<file path="config.mk">
export PLATFORM = sky130hd
export DESIGN_NAME = ssb_mod_core
export DESIGN_NICKNAME = d
export VERILOG_FILES = /design/src/rtl/ssb_mod_core.sv
export SDC_FILE = /design/constraint.sdc
export NUM_CORES = 1
export LEC_CHECK = 0
export BUFFER_PORTS_ARGS = -buffer_cell sky130_fd_sc_hd__buf_2
export CAP_MARGIN = 10
export CORE_ASPECT_RATIO = 1.25
export CORE_MARGIN = 8
export CORE_UTILIZATION = 62
export CTS_CLUSTER_DIAMETER = 80
export CTS_CLUSTER_SIZE = 40
export DETAILED_ROUTE_END_ITERATION = 16
export GPL_ROUTABILITY_DRIVEN = 0
export GPL_TIMING_DRIVEN = 0
export MAX_ROUTING_LAYER = met4
export PLACE_DENSITY = 0.76
export SYNTH_ARGS = -nofsm -noshare
export SYNTH_HDL_FRONTEND = slang
export SYNTH_SLANG_ARGS = --single-unit
export TNS_END_PERCENT = 5
</file>
<file path="constraint.sdc">
create_clock -name clk -period 7 [get_ports clk]
set_input_delay 0.7 -clock clk [delete_from_list [all_inputs] [get_ports clk]]
set_output_delay 0.7 -clock clk [all_outputs]
set_load 0.02 [all_outputs]
</file>
<file path="src/rtl/ssb_mod_core.sv">
// Single-sideband combiner: delays I to line up with the externally Hilbert-filtered Q,
// pairs one I with one Q, and forms (I +/- Q)/2 with optional rounding and saturation.
module ssb_mod_core #(
  parameter int unsigned W     = 24,
  parameter int unsigned DELAY = 25,
  parameter bit          ROUND = 1'b1
) (
  input  logic         clk,
  input  logic         reset_n,
  input  logic [W-1:0] i_data,
  input  logic         i_valid,
  input  logic [W-1:0] q_data,
  input  logic         q_valid,
  input  logic         usb,
  input  logic         clr_err,
  output logic [W-1:0] ssb_out,
  output logic         ssb_valid,
  output logic         primed,
  output logic         err_overrun,
  output logic         err_underrun
);
  typedef enum logic {S_FILL, S_RUN} state_t;

  localparam state_t RESET_STATE = (DELAY == 0) ? S_RUN : S_FILL;
  localparam logic signed [W+1:0] SAT_MAX = {3'b000, {(W-1){1'b1}}};
  localparam logic signed [W+1:0] SAT_MIN = {3'b111, {(W-1){1'b0}}};

  state_t              r_state, w_next_state;
  logic [8:0]          r_fill_cnt;
  logic [W-1:0]        w_delayed, r_hold_i, w_op_i, w_sat;
  logic                r_hold_usb, w_op_usb, r_pending, w_fire;
  logic signed [W+1:0] w_a, w_b, w_sum, w_rnd;

  always_comb begin
    w_next_state = r_state;
    if (r_state == S_FILL && i_valid && (r_fill_cnt + 9'd1 == 9'(DELAY)))
      w_next_state = S_RUN;
  end

  always_ff @(posedge clk) begin
    if (!reset_n) begin
      r_state    <= RESET_STATE;
      r_fill_cnt <= '0;
    end else begin
      r_state <= w_next_state;
      if (r_state == S_FILL && i_valid) r_fill_cnt <= r_fill_cnt + 9'd1;
    end
  end

  assign primed = (r_state == S_RUN);

  generate
    if (DELAY == 0) begin : g_bypass
      assign w_delayed = i_data;
    end else begin : g_line
      localparam int unsigned  PW   = (DELAY > 1) ? $clog2(DELAY) : 1;
      localparam logic [PW-1:0] LAST = PW'(DELAY - 1);
      logic [W-1:0]  r_ram [DELAY];
      logic [PW-1:0] r_wr_ptr;

      // RAM is never cleared; stale contents stay masked until the FSM reaches RUN.
      always_ff @(posedge clk) begin
        if (reset_n && i_valid) r_ram[r_wr_ptr] <= i_data;
      end

      always_ff @(posedge clk) begin
        if (!reset_n)     r_wr_ptr <= '0;
        else if (i_valid) r_wr_ptr <= (r_wr_ptr == LAST) ? '0 : r_wr_ptr + 1'b1;
      end

      assign w_delayed = (r_state == S_RUN) ? r_ram[r_wr_ptr] : '0;
    end
  endgenerate

  // A same-cycle I strobe bypasses the hold registers.
  assign w_fire   = q_valid && (r_pending || i_valid);
  assign w_op_i   = i_valid ? w_delayed : r_hold_i;
  assign w_op_usb = i_valid ? usb : r_hold_usb;

  always_comb begin
    w_a   = {{2{w_op_i[W-1]}}, w_op_i};
    w_b   = {{2{q_data[W-1]}}, q_data};
    w_sum = w_op_usb ? (w_a - w_b) : (w_a + w_b);
    w_rnd = ROUND ? ((w_sum + (W+2)'(1)) >>> 1) : (w_sum >>> 1);
    if (w_rnd > SAT_MAX)      w_sat = SAT_MAX[W-1:0];
    else if (w_rnd < SAT_MIN) w_sat = SAT_MIN[W-1:0];
    else                      w_sat = w_rnd[W-1:0];
  end

  always_ff @(posedge clk) begin
    if (!reset_n) begin
      r_hold_i     <= '0;
      r_hold_usb   <= 1'b0;
      r_pending    <= 1'b0;
      ssb_out      <= '0;
      ssb_valid    <= 1'b0;
      err_overrun  <= 1'b0;
      err_underrun <= 1'b0;
    end else begin
      ssb_valid <= w_fire;
      if (w_fire) ssb_out <= w_sat;
      if (i_valid) begin
        r_hold_i   <= w_delayed;
        r_hold_usb <= usb;
      end
      if (w_fire)       r_pending <= 1'b0;
      else if (i_valid) r_pending <= 1'b1;
      if (clr_err) begin
        err_overrun  <= 1'b0;
        err_underrun <= 1'b0;
      end
      if (i_valid && !q_valid && r_pending) err_overrun  <= 1'b1;
      if (q_valid && !r_pending && !i_valid) err_underrun <= 1'b1;
    end
  end
endmodule

</file>
== After elaboration in Yosys (flattened, before gate mapping) ==
Memories as Yosys holds them, arrays and structs flattened. A register that Yosys moved wholly into a read port is not among the register bits.
Index checks and enable logic that the tools add are counted.

* Muxes and demuxes: 14
* Equality and inequality tests: 2
* Reduce and logical (&&, ||, !) cells: 15
* Bitwise gates (word level): 2
* Add/sub/neg operators: 5
* Div/mod/pow operators: 0
* Shift operators: 0
* Magnitude comparators: 2
* Multipliers: 0

{| class="wikitable"
|+ Operators by type and width
! cell !! count
|-
| $mux W24 || 4
|-
| $add A26 B2 Y26 const B || 1
|-
| $mux W26 || 1
|-
| $add A24 B24 Y25 || 1
|-
| $gt A25 B24 Y1 const B || 1
|-
| $lt A25 B24 Y1 const B || 1
|-
| $sub A24 B24 Y25 || 1
|-
| $mux W5 || 3
|-
| $add A9 B1 Y9 const B || 1
|-
| $eq A9 B5 Y1 const B || 1
|-
| $logic_and A1 B1 Y1 || 8
|-
| $mux W1 || 6
|-
| $add A5 B1 Y5 const B || 1
|-
| $eq A5 B5 Y1 const B || 1
|-
| $reduce_bool A2 Y1 || 2
|-
| $logic_not A1 Y1 || 3
|-
| $not A1 Y1 || 2
|-
| $reduce_or A2 Y1 || 1
|-
| $logic_or A1 B1 Y1 || 1
|}

* Register bits after elaboration: 68
* Bits in latches: 0
* Memories: 1
* Word-level logic and storage cells: 51
* Output and inout port bits: 28
* RAM bits: 600
* Memory bits (read-only): 0
* Input port bits: 54

{| class="wikitable"
|+ Memory list
! memory !! depth !! bits a word !! read ports !! clocked after memory_dff !! wr ports !! RTL line !! source
|-
| g_line.r_ram || 25 || 24 || 1 || 1 || 1 || 58 || <nowiki>logic [W-1:0] r_ram [DELAY];</nowiki>
|}

== Logic depth before layout (Yosys ltp) ==
* Depth in word-level cells: 8
* Depth in mapped cells: 22
* Gate-level depth less buffers: 19

== Worst setup path before layout ==
OpenSTA, ideal clock, no wires.

* Path type: register -> register
* From: reg with a tool-made name
* To: reg ssb_out[10]
* Data required time: 6.861 ns
* Setup time: 0.139 ns
* Slack: 1.401 ns
* Clock period less this slack: 5.599 ns
* Data arrival time: 5.460 ns
* Stages on the path, launching flop included: 21
* Buffers on the path: 4
* Cells stage by stage: dfxtp_1 buf_6 clkbuf_1 buf_1 mux4_2 mux4_2 mux2_2 a22oi_1 ha_1 fa_1 and2b_1 o2111ai_1 nand2_1 xor2_1 nand4_1 nor4_2 and4_1 nand2b_1 o31ai_2 buf_6 o211ai_1

{| class="wikitable"
|+ RTL lines
! item !! RTL line !! source
|-
| end signal, assigned || 101 || <nowiki>if (w_fire) ssb_out <= w_sat;</nowiki>
|-
| end, declared || 16 || <nowiki>output logic [W-1:0] ssb_out,</nowiki>
|}

==> summary.md <==
| Metric | Value |
|---|---|
| Share of synthesized registers carrying an async set or reset | `0%` |
| Total Power | `roughly 7000 uW` |
| Post-synthesis sequential element count | `just under 700` |
| Post-synthesis cell area | `28100 sq um` |
| Gr ovfl total | `0` |
| Vias per inst | `6.614` |
| Period utilisation layout | `approximately 96%` |
| Fin nets | `between 1500 and 2000` |
| Seq/Total Area, Yosys | `between 60% and 70%` |
| Post-Route Utilization | `between 60% and 70%` |
| Layout cell share with drive strength beyond 1 | `23.55%` |
| Setup-failing EPs final | `0` |
| Crit-path cells | `buf_6, clkbuf_1, mux4_2, mux4_2, mux2_2, a22o_1, ha_1, and2b_1, o2111ai_1, nand2_1, xor2_1, nand4_1, nor4_2, and4_1, nand2b_1, o31ai_2, buf_6, o211ai_1` |
| Synth Area per Inst | `17.74 sq um` |
| PostCTS Resize Cnt | `8` |
| DP Cell Count | `roughly 2300` |
| Cts-stage hold buffer count | `0` |
| Final Cell Area | `approximately 30000 sq um` |
| Initial DRC Count | `roughly 1400` |
| CP Launch Type | `flop` |
| Row count | `slightly below 90` |
| Syn_nets | `1671` |
| First-pass GRT wire length | `between 90000 and 100000 microns` |
| Die W | `206.4 microns` |
| Worst endpoint required time | `7.44 ns` |
| Die height | `254.0 microns` |
| CP Max Fanout | `19` |
| Final-report hold violation count | `0` |
| Synth warn | `0` |
| DRC viols | `0` |
| Worst path max stage delay | `between 0.7 and 0.8 ns` |
| Status | `complete, no violations` |
| Area Growth Syn to Fin | `9.305%` |
| Clk_skew | `about 0.032 ns` |
| Die area | `52440 sq um` |
| Worst EP arrival | `about 7.2 ns` |
| Post-synth top area share | `~64%` |
| Crit Path Category | `reg2reg` |
| CTS buffer count | `23` |
| Routed wire per std cell | `between 20 and 30 microns` |
| Vias in the first global route | `about 15000` |
| Antenna viol nets, final | `0` |
| CTS root buf | `clkbuf_16` |
| Clk slew on worst S/H paths | `between 0.1 and 0.15 ns` |
| Initial Utilization | `a little over three fifths` |
| Top cells by area, synth | `edfxtp_1 (64%), mux4_2 (13%), dfxtp_1 (5.2%), ha_1 (1.4%), xnor2_1 (1.3%)` |
| Pins over their slew limit | `0` |
| Number of synthesized flops with an enable pin | `600` |
| Top_reg_cell synth | `edfxtp_1` |
| WL final | `approximately 66000 microns` |
| Maximum root-to-sink buffer count | `3` |
| PnR worst setup slack | `0.2831 ns` |
| Hold Path Class | `in2reg` |
| Peak Freq | `~150 MHz` |
| Core Area | `about 45000 sq um` |
| Power per cell area | `227.5 nW/um^2` |
| Pre-CTS setup slack | `-0.3633 ns` |
| Tot GR Track Use | `26.23%` |
| Maxcap violations | `0` |
| H-tree lvl count | `1` |
| DR vias | `15230` |
| Yosys cell types | `73` |
| Top-count cell post-synth | `edfxtp_1` |
| RSZ-0062 raised after global routing | `no` |
| Clock Sinks | `673` |
| Port Buf Inserts | `79` |
| First-pass detailed-route iteration total | `7` |
| Non-filler instance count after layout | `about 2300` |
| Setup crit end kind | `flop` |
| Commonest cells in the synthesized netlist | `edfxtp_1 (600), mux4_2 (167), nand2_1 (86), nor2_1 (75), dfxtp_1 (73)` |
| Largest net degree at the start of global routing | `42` |
| Clock Latency Late Sink | `approximately 0.60 ns` |
| Post-CTS Setup Repair Bufs | `0` |
| IO Count | `a little over 80` |
| Crit-path slowest cell | `clkbuf_1` |
| Worst Hold Launch | `q_valid` |
| Leakage Power | `~0.01 uW` |
| DP Area | `29910 sq um` |
| Gate Count Post-Synth | `1584` |
| Worst vdd rail ir drop | `around 0.21 mV` |
| TritonCTS clock tree | `built` |
| Post-DP HPWL | `44240 microns` |
| Slew @ Worst Pin | `about 1.2 ns` |
| Cell taking the most area after synthesis | `edfxtp_1` |
| Initial antenna violation count | `2` |
| Final Critical Period | `between 6 and 7 ns` |
| Max-slew headroom | `between 15 and 20%` |
==> metrics by stage <==
stage | setup TNS [ns] | hold slack [ns]
global route | 0 | 0.2953
detailed placement | -5.434 | 0.4549
global placement | -0.1734 | 0.4492
CTS | 0 | 0.2768
floorplan | 0 | 0.4694
finish | 0 | 0.2904
==> cells in the final DEF (no fill, tap or decap), types with 41 or more instances in the layout <==
cell | synthesis | routed
dfxtp_1 | 73 | 72
nor2_1 | 75 | 51
mux4_2 | 167 | 167
edfxtp_1 | 600 | 600
buf_2 | 14 | 91
o21ai_0 | 51 | 51
xnor2_1 | 41 | 41
clkbuf_1 | 57 | 59
nand2_1 | 86 | 86
==> layer usage <==
metal | track usage (%) | wire length, microns
met5 | - | 0
met4 | 10.89 | 2976
met3 | 3.252 | 5406
met2 | 44.35 | 34080
met1 | 31.88 | 23470
==> critical path, delay by kind of cell (launching register included) <==
family,cells,cell delay (ns)
and+or+nand+nor,6,1.54
AOI/OAI and AO/OA,4,1.20
adders and majority gates,1,0.37
DFF,1,0.57
muxes,3,1.31
buffers and inverters,3,1.28
xor gates and xnor gates,1,0.28
==> power breakdown <==
part / internal, uW / switching [uW]
Combinational: 287 / 412
Clock: 679 / 1200
Sequential: 4390 / 14.4
Total: 5360 / 1630
==> state kept, by name, summed over array words and instances (netlist names), named ones only <==
| signal | count |
|---|---|
| ssb_out | 24 |
| r_fill_cnt | 9 |
| primed | 1 |
| g_line.r_ram | 600 |
| err_underrun | 1 |
| err_overrun | 1 |
| g_line.r_wr_ptr | 5 |
| ssb_valid | 1 |
| r_pending | 1 |
| r_hold_usb | 1 |
| r_hold_i | 24 |
==> area by class of cell <==
type	count	area [sq um]
Antenna cell	1	2.502
Buffer	79	382.9
Clock buffer	32	619.3
Clock inverter	9	147.6
Fill cell	2865	14240
Inverter	24	90.09
Multi-Input combinational cell	805	8357
Sequential cell	673	19480
Tap cell	578	723.2
Timing Repair Buffer	102	915.9
==> worst paths after layout <==
kind | to | slack (ns) | cells past startpoint
worst max-delay path | ssb_out[8] | 0.28 | 18
worst min-delay path | r_pending | 0.29 | 2
worst max register to register | ssb_out[8] | 0.28 | 18
worst min register to register | ssb_out[23] | 0.48 | 1
==> logic make-up after synthesis <==
group / count (synthesis) / share of synthesized area (%)
AO/OA/AOI/OAI: 188 / 4.710
XOR/XNOR: 78 / 2.458
adder cells (fa/ha/maj): 33 / 1.496
buffers and inverters: 106 / 1.612
flip-flops: 673 / 69.31
multiplexers: 219 / 15.34
AND/OR/NAND/NOR: 287 / 5.071
(Power assumes the default switching activity.)
